## src/rtl/fwd_scoreboard_u.sv

```systemverilog
// ID-stage operand forwarding and hazard unit: picks the nearest valid producer
// per source port and tracks pending long-latency destinations in a scoreboard.
module fwd_scoreboard_u #(
   parameter  int NRS     = 2,
   parameter  int NFWD    = 3,
   parameter  int MAX_OUT = 4,
   parameter  int CNTW    = 16,
   localparam int SELW    = $clog2(NFWD + 2),
   localparam int OUTW    = $clog2(MAX_OUT + 1)
) (
   input  logic                 clk,
   input  logic                 rst,
   input  logic                 id_valid,
   input  logic [NRS*5-1:0]     rs,
   input  logic [NFWD-1:0]      fwd_wr_reg_n,
   input  logic [NFWD*5-1:0]    fwd_rd,
   input  logic [NFWD-1:0]      fwd_avail,
   input  logic                 ll_issue,
   input  logic [4:0]           ll_rd,
   input  logic                 ll_done,
   input  logic [4:0]           ll_done_rd,
   output logic [NRS*SELW-1:0]  fwd_sel,
   output logic                 stall,
   output logic [OUTW-1:0]      ll_outstanding,
   output logic [CNTW-1:0]      stall_cnt,
   output logic                 sb_err
);

   logic [31:0]     pending_q, pending_d;
   logic [OUTW-1:0] ll_outstanding_q, ll_outstanding_d;
   logic [CNTW-1:0] stall_cnt_q, stall_cnt_d;
   logic            sb_err_q, sb_err_d;

   logic [NRS-1:0]  port_stall;
   logic            ll_full;
   logic            clr_ok;
   logic            set_en;

   // Per port: stage hits take precedence over the completion bus, which in turn
   // takes precedence over the scoreboard; the lowest stage index is the youngest.
   always_comb begin : resolve
      logic [4:0]      r;
      logic            hit;
      logic [SELW-1:0] s;
      logic            st;
      fwd_sel    = '0;
      port_stall = '0;
      for (int k = 0; k < NRS; k++) begin
         r   = rs[5*k +: 5];
         hit = 1'b0;
         s   = '0;
         st  = 1'b0;
         if (r != 5'd0) begin
            for (int i = 0; i < NFWD; i++) begin
               if (!hit && !fwd_wr_reg_n[i] && (fwd_rd[5*i +: 5] == r)) begin
                  hit = 1'b1;
                  if (fwd_avail[i]) s = SELW'(i + 1);
                  else              st = 1'b1;
               end
            end
            if (!hit) begin
               if (ll_done && (ll_done_rd == r)) s = SELW'(NFWD + 1);
               else if (pending_q[r])            st = 1'b1;
            end
         end
         fwd_sel[SELW*k +: SELW] = s;
         port_stall[k]           = st;
      end
   end

   // A completion in the same cycle frees a slot, so a full scoreboard only
   // blocks issue when nothing retires.
   assign ll_full = (ll_outstanding_q == OUTW'(MAX_OUT));
   assign stall   = id_valid && ((|port_stall) || (ll_issue && ll_full && !ll_done));

   // Handshake: an ID instruction is accepted on a rising edge when id_valid=1
   // and stall=0; ll_issue only takes effect on such an accepted cycle, while
   // ll_done is a one-cycle pulse consumed unconditionally on the edge it is high.
   always_comb begin
      clr_ok = ll_done && pending_q[ll_done_rd];
      set_en = ll_issue && id_valid && !stall && (ll_rd != 5'd0);

      pending_d = pending_q;
      if (clr_ok) pending_d[ll_done_rd] = 1'b0;
      if (set_en) pending_d[ll_rd]      = 1'b1;

      ll_outstanding_d = ll_outstanding_q;
      if (set_en && !clr_ok && (ll_outstanding_q != '1))
         ll_outstanding_d = ll_outstanding_q + 1'b1;
      else if (clr_ok && !set_en && (ll_outstanding_q != '0))
         ll_outstanding_d = ll_outstanding_q - 1'b1;

      sb_err_d = sb_err_q | (ll_done && !pending_q[ll_done_rd]);

      stall_cnt_d = stall_cnt_q;
      if (stall && (stall_cnt_q != '1)) stall_cnt_d = stall_cnt_q + 1'b1;
   end

   always_ff @(posedge clk or posedge rst) begin
      if (rst) begin
         pending_q        <= '0;
         ll_outstanding_q <= '0;
         stall_cnt_q      <= '0;
         sb_err_q         <= 1'b0;
      end else begin
         pending_q        <= pending_d;
         ll_outstanding_q <= ll_outstanding_d;
         stall_cnt_q      <= stall_cnt_d;
         sb_err_q         <= sb_err_d;
      end
   end

   assign ll_outstanding = ll_outstanding_q;
   assign stall_cnt      = stall_cnt_q;
   assign sb_err         = sb_err_q;

endmodule

```

## config.mk

```make
export PLATFORM = sky130hd
export DESIGN_NAME = fwd_scoreboard_u
export DESIGN_NICKNAME = d
export VERILOG_FILES = /design/src/rtl/fwd_scoreboard_u.sv
export SDC_FILE = /design/constraint.sdc
export NUM_CORES = 1
export LEC_CHECK = 0
export BUFFER_PORTS_ARGS = -buffer_cell sky130_fd_sc_hd__buf_2
export CORE_UTILIZATION = 25
export CTS_CLUSTER_DIAMETER = 50
export CTS_CLUSTER_SIZE = 25
export DETAILED_ROUTE_END_ITERATION = 12
export MAX_ROUTING_LAYER = met4
export PLACE_DENSITY_LB_ADDON = 0.12
export RECOVER_POWER = 50
export SLEW_MARGIN = 0
export SYNTH_ARGS = -nofsm -noshare
export SYNTH_HDL_FRONTEND = slang
export SYNTH_SLANG_ARGS = --single-unit
```

## constraint.sdc

```tcl
create_clock -name clk -period 5 [get_ports clk]
set_input_delay 1 -clock clk [delete_from_list [all_inputs] [get_ports clk]]
set_output_delay 1 -clock clk [all_outputs]
set_load 0.05 [all_outputs]
```

==> flow_summary_export.csv <==
group,metric,value,unit
place,gp_congestion,0.824,
global_route,grt_max_degree,53,
final_layout,drive_gt1_frac,0.234,
cts,post_cts_resized,0,
critical_path,crit_path_start_kind,"input port",
route,via_per_inst,5.28,
route,drtPass1Iterations,4,
global_route,grt_pass1_wl,20900,um
synthesis,synthesis.nets,450,
cts,cts.clk_slew.worst_paths,70,ps
cts,clkSinkCount,52,
timing,whs,485,ps
pwr,pwr-share-clk,0.248,
timing,fin_crit,4320,ps
route,drt_drc_violations_left,0,
final_layout,final_common_cell,"buf_2",
timing,finalHoldViolations,0,
die,fp.dieH,129,um
die,core.rowCount,45,
synthesis,yosys_warnings,0,
synthesis,ys_seq_elements,52,
pwr,peakVddDrop,0.000154,V
timing,setup-tns-final,0,ps
place,hpwl,9640,um
route,num_vias,3539,
die,io_pins,73,
timing,drv_slew,53,
pwr,seqPwrFrac,0.380,
cts,cts_buffer_depth,2,
timing,slew_headroom,-0.991,
global_route,grt_util_all_layers,0.173,
route,wl,13200,um
pwr,p_sw_frac,0.409,
timing,setup_viol,0,
final_layout,area_delta_synth_final,17.0,%
cts,cts-buffers-inserted,5,
synthesis,synthesis.area,4000,um^2
pwr,p_leak,0.00191,uW
synthesis,ys_async_sr_fraction,1.00,
critical_path,crit_arrival,3320,ps
cts,clk_latency,300,ps
cts,cts.hold.buffers_added,0,
synthesis,ys.flop_type,"dfrtp_1",
die,core_area,15400,um^2
pwr,intPower,977,uW
cts,cts_tree,"yes",
final_layout,design_area,4680,um^2
synthesis,avgSynthCellArea,9.95,um^2
route,wl_per_cell,19.8,um
synthesis,synth-seq-area-share,0.325,
pwr,p_comb_frac,0.372,
die,die-area,16500,um^2
timing,tightest_slew,2990,ps
synthesis,yosysUniqueCellTypes,54,
pwr,power_density,353,nW/um^2
flow_run,drv_cap,1,
place,port_buffers,72,
timing,rsz0062_at_grt,"false",
outcome,violations,"max-capacitance violations, max-slew violations",
synthesis,synthCells,402,
route,drtIter0Drc,299,
die,die_w,129,um
critical_path,crit_type,"in -> out",
outcome,status,"finished, violations left",
timing,finalCritPeriodShare,0.863,
timing,fmax,232,MHz
final_layout,layout_common_cells,"buf_2 (59), dfrtp_1 (52), o21ai_0 (34), xor2_1 (32)",
global_route,grt_remaining_overflow,0,
min_path,hold_class,"reg -> reg",
cts,cts_setup_buffers,0,
critical_path,worst_setup_path_end_kind,"output port",
cts,htreeDepth,2,
pwr,switchingPower,676,uW
critical_path,crit_required,4000,ps
synthesis,synth_edf_count,0,
cts,cts-root-buf,"clkbuf_16",
route,drt.antenna.violating_nets,0,
die,start_util,0.259,
place,place_area,4530,um^2
timing,clock_skew,5.91,ps
global_route,grt_pass1_vias,3541,
global_route,antenna_found_initial,1,
final_layout,nets,505,
critical_path,cp_max_fo,14,
==> sequential cells by signal, indices dropped and copies added (netlist names) <==
signal / flops
pending_q: 32
stall_cnt: 16
sb_err: 1
ll_outstanding: 3
==> final cells by class <==
type	count	area (um^2)
diodes	1	2.50
clock buffers	6	129
clock inverters	2	38.8
fillers	1673	10700
inverters	13	48.8
multi-input cells	309	2530
flip-flops and latches	52	1300
well taps	211	264
repair buffers	76	370
==> through the flow <==
stage               power [uW]  setup slack [ps]   util  instances
floorplan                 1070               532      -        402
global placement          1260               436  0.294        661
detailed placement        1260               400  0.294        661
CTS                       1670               641  0.305        669
global route              1750               498  0.303        670
finish                    1650               685  0.303        670
==> power groups by stage <==
stage               clock, uW  combinational, uW  sequential [uW]
floorplan                   0                321              751
global placement            0                621              636
finish                    410                614              628
CTS                       421                626              626
detailed placement          0                623              634
global route              440                666              646
==> path summary, 6_finish.rpt <==
path	slack, ps	start	cells after the start	end
hold reg to reg	490	stall_cnt[8]	1	stall_cnt[8]
max in group asynchronous	1490	rst	3	pending_q[8]
setup / recovery	680	rs[1]	8	stall
min in group asynchronous	1840	rst	3	stall_cnt[11]
setup reg to reg	1420	pending_q[31]	12	ll_outstanding[2]
hold / removal	490	stall_cnt[8]	1	stall_cnt[8]
==> Yosys cell counts (3+ instances only) <==
master | n | share of area
nor3b_1 | 4 | 0.0075
o21ai_1 | 7 | 0.0088
and3_1 | 3 | 0.0047
buf_2 | 6 | 0.0075
o21ai_0 | 34 | 0.043
buf_6 | 3 | 0.0084
nor2b_1 | 3 | 0.0047
xor2_1 | 32 | 0.070
xnor2_1 | 24 | 0.053
or3_1 | 6 | 0.0094
a21oi_1 | 3 | 0.0038
mux4_2 | 24 | 0.14
a31oi_1 | 3 | 0.0047
mux2i_1 | 8 | 0.020
dfrtp_1 | 52 | 0.33
nand4_1 | 10 | 0.016
clkbuf_1 | 17 | 0.016
nand3b_1 | 5 | 0.0094
inv_1 | 13 | 0.012
or4_1 | 3 | 0.0056
nor4_1 | 11 | 0.017
o22ai_1 | 4 | 0.0063
nor3_1 | 16 | 0.020
nor4b_1 | 3 | 0.0066
nand3_1 | 12 | 0.015
nand2_1 | 19 | 0.018
nand2b_1 | 3 | 0.0047
nor2_1 | 15 | 0.014
mux2_2 | 3 | 0.0084
o41ai_1 | 23 | 0.050
a32oi_1 | 4 | 0.0088
==> kinds of logic (layout without fill, tap and decap cells) <==
| group | Yosys count | count (layout) | share of synthesized area |
|---|---|---|---|
| AND/OR/NAND/NOR | 123 | 123 | 0.176 |
| AO/OA/AOI/OAI | 93 | 93 | 0.159 |
| XOR/XNOR | 56 | 56 | 0.123 |
| flip-flops | 52 | 52 | 0.325 |
| buffers and inverters | 41 | 97 | 0.0460 |
| multiplexers | 35 | 35 | 0.164 |
| adder cells (fa/ha/maj) | 2 | 2 | 0.00813 |
| other | 0 | 1 | 0 |
==> worst max-delay path: stages <==
cell and delay (ps):
buf_2 320, mux4_2 550, mux4_2 490, nand2b_1 160, and4b_1 230, o31ai_2 270
inv_1 70, buf_2 220
==> layer usage <==
layer	track usage	vias up	wire length, um
li1	-	1662	-
met1	0.244	1767	6610
met2	0.260	100	5850
met3	0.0233	10	628
met4	0.0422	0	150
met5	-	-	0
Note: power is estimated with default switching activity, not from simulation.
